`config.mk`:
```
export PLATFORM = sky130hd
export DESIGN_NAME = alu_seq_param
export DESIGN_NICKNAME = d
export VERILOG_FILES = /design/src/rtl/alu_seq_param.sv
export SDC_FILE = /design/constraint.sdc
export NUM_CORES = 1
export LEC_CHECK = 0
export BUFFER_PORTS_ARGS = -buffer_cell sky130_fd_sc_hd__buf_2
export CAP_MARGIN = 20
export CELL_PAD_IN_SITES_DETAIL_PLACEMENT = 0
export CELL_PAD_IN_SITES_GLOBAL_PLACEMENT = 1
export CORE_UTILIZATION = 35
export CTS_CLUSTER_DIAMETER = 120
export CTS_CLUSTER_SIZE = 24
export DETAILED_ROUTE_END_ITERATION = 10
export HOLD_SLACK_MARGIN = 0.05
export PLACE_DENSITY = 0.71
export SYNTH_ARGS = -nofsm -noshare
export SYNTH_HDL_FRONTEND = slang
export SYNTH_SLANG_ARGS = --single-unit
```
`constraint.sdc`:
```
create_clock -name clk -period 4.9 [get_ports clk]
set_clock_uncertainty 0.15 [all_clocks]
set_input_delay 0.98 -clock clk [delete_from_list [all_inputs] [get_ports clk]]
set_output_delay 0.98 -clock clk [all_outputs]
set_load 0.02 [all_outputs]
```
`src/rtl/alu_seq_param.sv`:
```
// rtl/alu_seq_param.sv - registered parametrised ALU with start/busy/done and shift-add multiplier
//
// Purpose: EX-stage ALU. Single-cycle ops (ADD, SUB, AND, OR, SLT, BNE, SLL)
// complete on the start edge. MUL is an unsigned radix-2 shift-add that takes
// WIDTH further edges. All results and flags are registered.
//
// Ports:
//   clk    - system clock, rising edge
//   rst    - asynchronous active-high reset
//   start  - operation request, sampled only while idle
//   opcod  - operation select (latched with start)
//   X, Y   - operands (latched with start)
//   Cin    - carry-in, ADD only
//   out    - result (low word for MUL)
//   hi     - MUL high word, 0 for other ops
//   Cout   - carry out (ADD/SUB)
//   V      - signed overflow (ADD/SUB), hi!=0 for MUL
//   lt/eq/gt - signed compare of the latched operands
//   busy   - high while MUL iterates
//   done   - one-cycle pulse when results become valid
module alu_seq_param #(
  parameter int WIDTH = 16,
  parameter int SHW   = $clog2(WIDTH)
) (
  input  logic             clk,
  input  logic             rst,
  input  logic             start,
  input  logic [2:0]       opcod,
  input  logic [WIDTH-1:0] X,
  input  logic [WIDTH-1:0] Y,
  input  logic             Cin,
  output logic [WIDTH-1:0] out,
  output logic [WIDTH-1:0] hi,
  output logic             Cout,
  output logic             V,
  output logic             lt,
  output logic             eq,
  output logic             gt,
  output logic             busy,
  output logic             done
);

  localparam int CW = $clog2(WIDTH + 1);

  localparam logic [2:0] OP_ADD = 3'b000;
  localparam logic [2:0] OP_SUB = 3'b001;
  localparam logic [2:0] OP_AND = 3'b010;
  localparam logic [2:0] OP_OR  = 3'b011;
  localparam logic [2:0] OP_SLT = 3'b100;
  localparam logic [2:0] OP_BNE = 3'b101;
  localparam logic [2:0] OP_MUL = 3'b110;
  localparam logic [2:0] OP_SLL = 3'b111;

  typedef enum logic {IDLE, MUL} state_t;

  state_t             state;
  logic [WIDTH-1:0]   mcand;
  logic [WIDTH-1:0]   ya;
  logic [2*WIDTH-1:0] acc;
  logic [CW-1:0]      cnt;

  logic [WIDTH:0]     add_sum;
  logic [WIDTH:0]     sub_sum;
  logic [31:0]        shamt;
  logic [WIDTH-1:0]   alu_res;
  logic               alu_c;
  logic               alu_v;
  logic [WIDTH:0]     pp_sum;
  logic [2*WIDTH-1:0] acc_next;

  function automatic logic [2:0] cmp3(input logic [WIDTH-1:0] a, input logic [WIDTH-1:0] b);
    return {$signed(a) < $signed(b), a == b, $signed(a) > $signed(b)};
  endfunction

  assign add_sum = {1'b0, X} + {1'b0, Y} + {{WIDTH{1'b0}}, Cin};
  assign sub_sum = {1'b0, X} + {1'b0, ~Y} + {{WIDTH{1'b0}}, 1'b1};
  // Shift amount is reduced modulo WIDTH so non-power-of-two widths wrap too.
  assign shamt   = 32'(Y[SHW-1:0]) % WIDTH;

  always_comb begin
    alu_res = '0;
    alu_c   = 1'b0;
    alu_v   = 1'b0;
    case (opcod)
      OP_ADD: begin
        alu_res = add_sum[WIDTH-1:0];
        alu_c   = add_sum[WIDTH];
        alu_v   = (X[WIDTH-1] == Y[WIDTH-1]) && (add_sum[WIDTH-1] != X[WIDTH-1]);
      end
      OP_SUB: begin
        alu_res = sub_sum[WIDTH-1:0];
        alu_c   = sub_sum[WIDTH];
        alu_v   = (X[WIDTH-1] != Y[WIDTH-1]) && (sub_sum[WIDTH-1] != X[WIDTH-1]);
      end
      OP_AND:  alu_res = X & Y;
      OP_OR:   alu_res = X | Y;
      OP_SLT:  alu_res = {{(WIDTH-1){1'b0}}, $signed(X) < $signed(Y)};
      OP_BNE:  alu_res = {{(WIDTH-1){1'b0}}, X != Y};
      OP_SLL:  alu_res = X << shamt;
      default: alu_res = '0;
    endcase
  end

  // Accumulator holds {partial high, remaining multiplier bits}; each step
  // conditionally adds the multiplicand to the top half and shifts right.
  assign pp_sum   = {1'b0, acc[2*WIDTH-1:WIDTH]} + (acc[0] ? {1'b0, mcand} : {(WIDTH+1){1'b0}});
  assign acc_next = {pp_sum, acc[WIDTH-1:1]};

  always_ff @(posedge clk or posedge rst) begin
    if (rst) begin
      state <= IDLE;
      mcand <= '0;
      ya    <= '0;
      acc   <= '0;
      cnt   <= '0;
      out   <= '0;
      hi    <= '0;
      Cout  <= 1'b0;
      V     <= 1'b0;
      lt    <= 1'b0;
      eq    <= 1'b0;
      gt    <= 1'b0;
      busy  <= 1'b0;
      done  <= 1'b0;
    end else begin
      done <= 1'b0;
      case (state)
        IDLE: begin
          if (start) begin
            if (opcod == OP_MUL) begin
              mcand <= X;
              ya    <= Y;
              acc   <= {{WIDTH{1'b0}}, Y};
              cnt   <= '0;
              busy  <= 1'b1;
              state <= MUL;
            end else begin
              out          <= alu_res;
              hi           <= '0;
              Cout         <= alu_c;
              V            <= alu_v;
              {lt, eq, gt} <= cmp3(X, Y);
              done         <= 1'b1;
            end
          end
        end
        MUL: begin
          acc <= acc_next;
          cnt <= cnt + CW'(1);
          // Results are written only on the last step so the partial
          // product never reaches out/hi.
          if (cnt == CW'(WIDTH - 1)) begin
            out          <= acc_next[WIDTH-1:0];
            hi           <= acc_next[2*WIDTH-1:WIDTH];
            Cout         <= 1'b0;
            V            <= |acc_next[2*WIDTH-1:WIDTH];
            {lt, eq, gt} <= cmp3(mcand, ya);
            busy         <= 1'b0;
            done         <= 1'b1;
            state        <= IDLE;
          end
        end
        default: state <= IDLE;
      endcase
    end
  end

endmodule

```
Word level (Yosys, flattened, before mapping)
Index checks and enable logic that the tools add are counted.
Storage, ports and cells
  bits in latches: 0
  memories: 0
  word-level logic and storage cells: 105
  bits in read-only memories: 0
  output and inout bits: 39
  bits in writable memories: 0
  register bits after elaboration: 109
Operators by class
  bitwise gates (word level): 4
  divide/modulo/power cells: 0
  add/sub/neg operators: 6
  reductions and logical operators: 8
  equality and inequality tests: 19
  muxes and demuxes: 49
  multiply operators: 0
  $lt $le $gt $ge: 4
  shifts and indexed selects: 1
Operators by type and width (number)
  $mux W16: 7
  $pmux W16 S7: 1
  $mux W32: 2
  $pmux W16 S2: 2
  $pmux W32 S2: 1
  $add A16 B16 Y17: 3
  $eq A16 B16 Y1: 2
  $gt A16 B16 Y1: 2
  $lt A16 B16 Y1: 2
  $mux W1: 23
  $pmux W1 S2: 10
  $add A17 B1 Y17: 1
  $add A17 B1 Y17 const B: 1
  $and A16 B16 Y16: 1
  $ne A16 B16 Y1: 1
  $not A16 Y16: 1
  $or A16 B16 Y16: 1
  $reduce_or A16 Y1: 1
  $shl A16 B4 Y16: 1
  $eq A3 B3 Y1 const B: 4
  $mux W5: 2
  $pmux W5 S2: 1
  $reduce_and A3 Y1: 3
  $eq A3 B2 Y1 const B: 2
  other kinds (11): 16

Longest topological paths before layout
  depth after elaboration: 9
  gate-level depth with buffers: 12

Worst setup path after synthesis
OpenSTA, ideal clock, no wires.
  path type: in2reg
  start: input port Y[2]
  end: register out[0]
  slack: 821 ps
  stages on the path: 12
  data required time: 4673 ps
  data arrival time: 3852 ps
  path through: clkbuf_1 inv_1 clkbuf_1 ha_1 nor3_2 o31a_1 o41a_1 nor2_2 o311ai_1 or3_1 or4b_1 a21oi_1
Between the ends
  longest elaborated chain between the ends: 5
Ends and longest elaborated chain
  start: declaration: line 30  | input logic [WIDTH-1:0] Y,
  $lt A16 B16 Y1, or another cell as far along: line 97  | OP_SLT: alu_res = {{(WIDTH-1){1'b0}}, $signed(X) < $signed(Y)};
  $pmux W16 S7 (*): line 84  | case (opcod)
  $mux W16 (*): line 130  | if (opcod == OP_MUL) begin
  $mux W16 (*): line 129  | if (start) begin
  $pmux W16 S2 (*): line 127  | case (state)
  end signal: assignment: line 138  | out <= alu_res;
  end signal: assignment: line 153  | out <= acc_next[WIDTH-1:0];
  end: declaration: line 32  | output logic [WIDTH-1:0] out,
Every way passes the cells marked *; elsewhere a longest branch is shown, timed or not. The select of a mux whose other input is x is not followed.
A chain may end at the register's enable or synchronous reset.

Final worst setup path
Same ends and word-level chain as after synthesis.

==> metrics.cfg <==
[clock_tree]
clk_latency_ns=0.37
postCtsHoldBufs=0
cts.sinks=109
root_buffer=clkbuf_16
cts_htree_levels=3
tritoncts=yes
clk_pin_slew_ns=0.08
postCtsSetupBuffers=0
cts_buffers=9
clk_path_buf_depth=2
post_cts_resize_count=0

[timing]
fmax_ghz=0.257
period_needed_ns=3.88
hold_viol=0
rsz0062_at_grt=false
fin_crit_sh_pct=79.3
setup_ws_ns=1.02
final_max_slew_viol_count=0
fin_tns_setup_ns=0
setup_viol=0
worstMarginPinSlew_ns=0.983
relSlewSlack_pct=34.3

[synthesis]
synth_seq_area_share_pct=31.5
ys_ff_latch=109
synthCells=1049
syn_nets=1184
synth_area_leaders=dfrtp_1, ha_1, nand2_1
synthArstFlopShare_pct=100
yosysTopAreaCellShare_pct=31.5
ys_warn_count=0
synth-edff-count=0
synth.avg_cell_area_um2=8.25
synth_area_um2=8650
synth_cell_types=74
synth-main-ff-cell=dfrtp_1
synth_top_area_cell=dfrtp_1

[floorplanning]
coreArea_um2=24200
ios=78
row_count=57
die_y_um=159
die_area_um2=25400
fp.dieW_um=159
start_util_pct=35.7

[job]
cap_violations=0

[hold_path]
hp-start=hi[0]
hold_end=hi[0]
min_path_type=flop to flop
hold_depth=2

[critical_path]
start_kind=primary input
r2r_start=acc[0]
critPathArrivalTime_ns=4.03
rr_endpoint=V
r2r_slack_ns=1.11
cp-end-kind=flop
worst-setup-path-type=primary input to flop
cp_max_fo=19
r2r_cells=11
critPathRequiredTime_ns=5.04

[layout]
drive_gt1_share_pct=13.2
area_growth_pct=11.8
layout_commonest_cell=nand2_1
nets=1227
finish.utilization_pct=39.9
final_cell_mix=nand2_1, dfrtp_1, ha_1, o21ai_0, a21oi_1
antenna_cells=0

[global_route]
grt_pass1_wl_um=46100
overflow=0
grt_usage_pct=23.7
first_global_vias=7664
grt_max_degree=64
antenna_found_initial=4

[drt]
ant_nets=0
routed_via_density=5.65
drc_errors=0
drtPass1Iterations=5
wirelength_um=29800
wl_per_cell_um=21.0
vias=8028
first_iter_violations=680

[placed_design]
port_buffers=77
dp_hpwl_um=22500
gp_congestion=0.919
place_ws_ns=0.704

[status]
status=finished, final reports clean

[pwr]
power_density_nw_per_um2=457
p_leak_nw=4.58
power.total_mw=4.42
ir_drop_uv=177

-- cell type report --
type / count / area [um^2]
Tap cell: 324 / 405
Sequential cell: 109 / 2730
Clock inverter: 7 / 90.1
Multi-Input combinational cell: 814 / 5470
Inverter: 66 / 250
Fill cell: 2547 / 14600
Clock buffer: 9 / 225
Timing Repair Buffer: 92 / 510
-- where the power goes --
group          total (mW)  internal, mW  switching [mW]
Clock               0.809         0.411           0.398
Sequential           1.57          1.26           0.310
Combinational        2.04         0.771            1.27
-- cells in the mapped netlist, types with 8 or more instances --
library cell,count
o21ai_0,82
o31ai_1,8
o211ai_1,8
or3_1,10
nand3_1,14
a21oi_1,80
inv_1,64
o21ai_1,19
clkbuf_1,55
and3_1,8
ha_1,92
a21o_1,17
mux2i_1,13
and2_1,21
mux2_2,16
dfrtp_1,109
nand2_1,141
xnor2_1,17
o21a_1,9
a31oi_1,18
nor2_1,77
a211oi_1,11
nor3_1,19
-- metrics by stage --
step	hold WS, ns	cells	instance area (um^2)
6_report	0.314	1421	9680
2_1_floorplan	0.302	1049	8650
4_1_cts	0.321	1421	9680
3_5_place_dp	0.301	1405	9360
3_3_place_gp	0.296	1405	9360
5_1_grt	0.362	1421	9680
-- critical path, stage by stage --
cell and delay [ns]:
buf_2 0.32, inv_1 0.11, buf_4 0.21, ha_1 0.22
nor2b_1 0.16, o31a_1 0.28, o41a_1 0.42, nor2_2 0.17
o311ai_1 0.14, or3_1 0.36, or4b_1 0.50, a21oi_1 0.16
-- logic make-up after synthesis --
kind of cell	count (synthesis)	share of synthesized area (%)
and+or+nand+nor	343	18.5
AOI/OAI and AO/OA	319	23.1
buffers and inverters	126	5.51
DFF	109	31.5
adders and majority gates	96	14.2
muxes	34	4.89
xor gates and xnor gates	22	2.23
-- layer usage --
| layer | part of all wire [%] | GRT usage, % |
|---|---|---|
| met3 | 5.7 | 2.92 |
| met5 | 0.044 | 0 |
| met2 | 44 | 36.6 |
| met1 | 49 | 35.1 |
| met4 | 1.4 | 5.59 |
-- worst max-delay path by stage --
| stage | slack, ns | to | startpoint | cells past startpoint |
|---|---|---|---|---|
| 3_3_place_gp | 0.75 | out[0] | Y[2] | 12 |
| 6_report | 1.02 | out[0] | Y[2] | 12 |
| 3_5_place_dp | 0.70 | out[0] | Y[2] | 12 |
| 2_1_floorplan | 0.82 | out[0] | Y[2] | 12 |
| 4_1_cts | 1.08 | out[0] | Y[2] | 12 |
| 5_1_grt | 0.83 | V | acc[0] | 11 |
-- flip-flops by register name (all words and copies together), names as in the netlist, 5 cells and up --
register	cells
out	16
cnt	5
ya	16
mcand	16
hi	16
acc	32
Note: power is estimated with default switching activity, not from simulation.
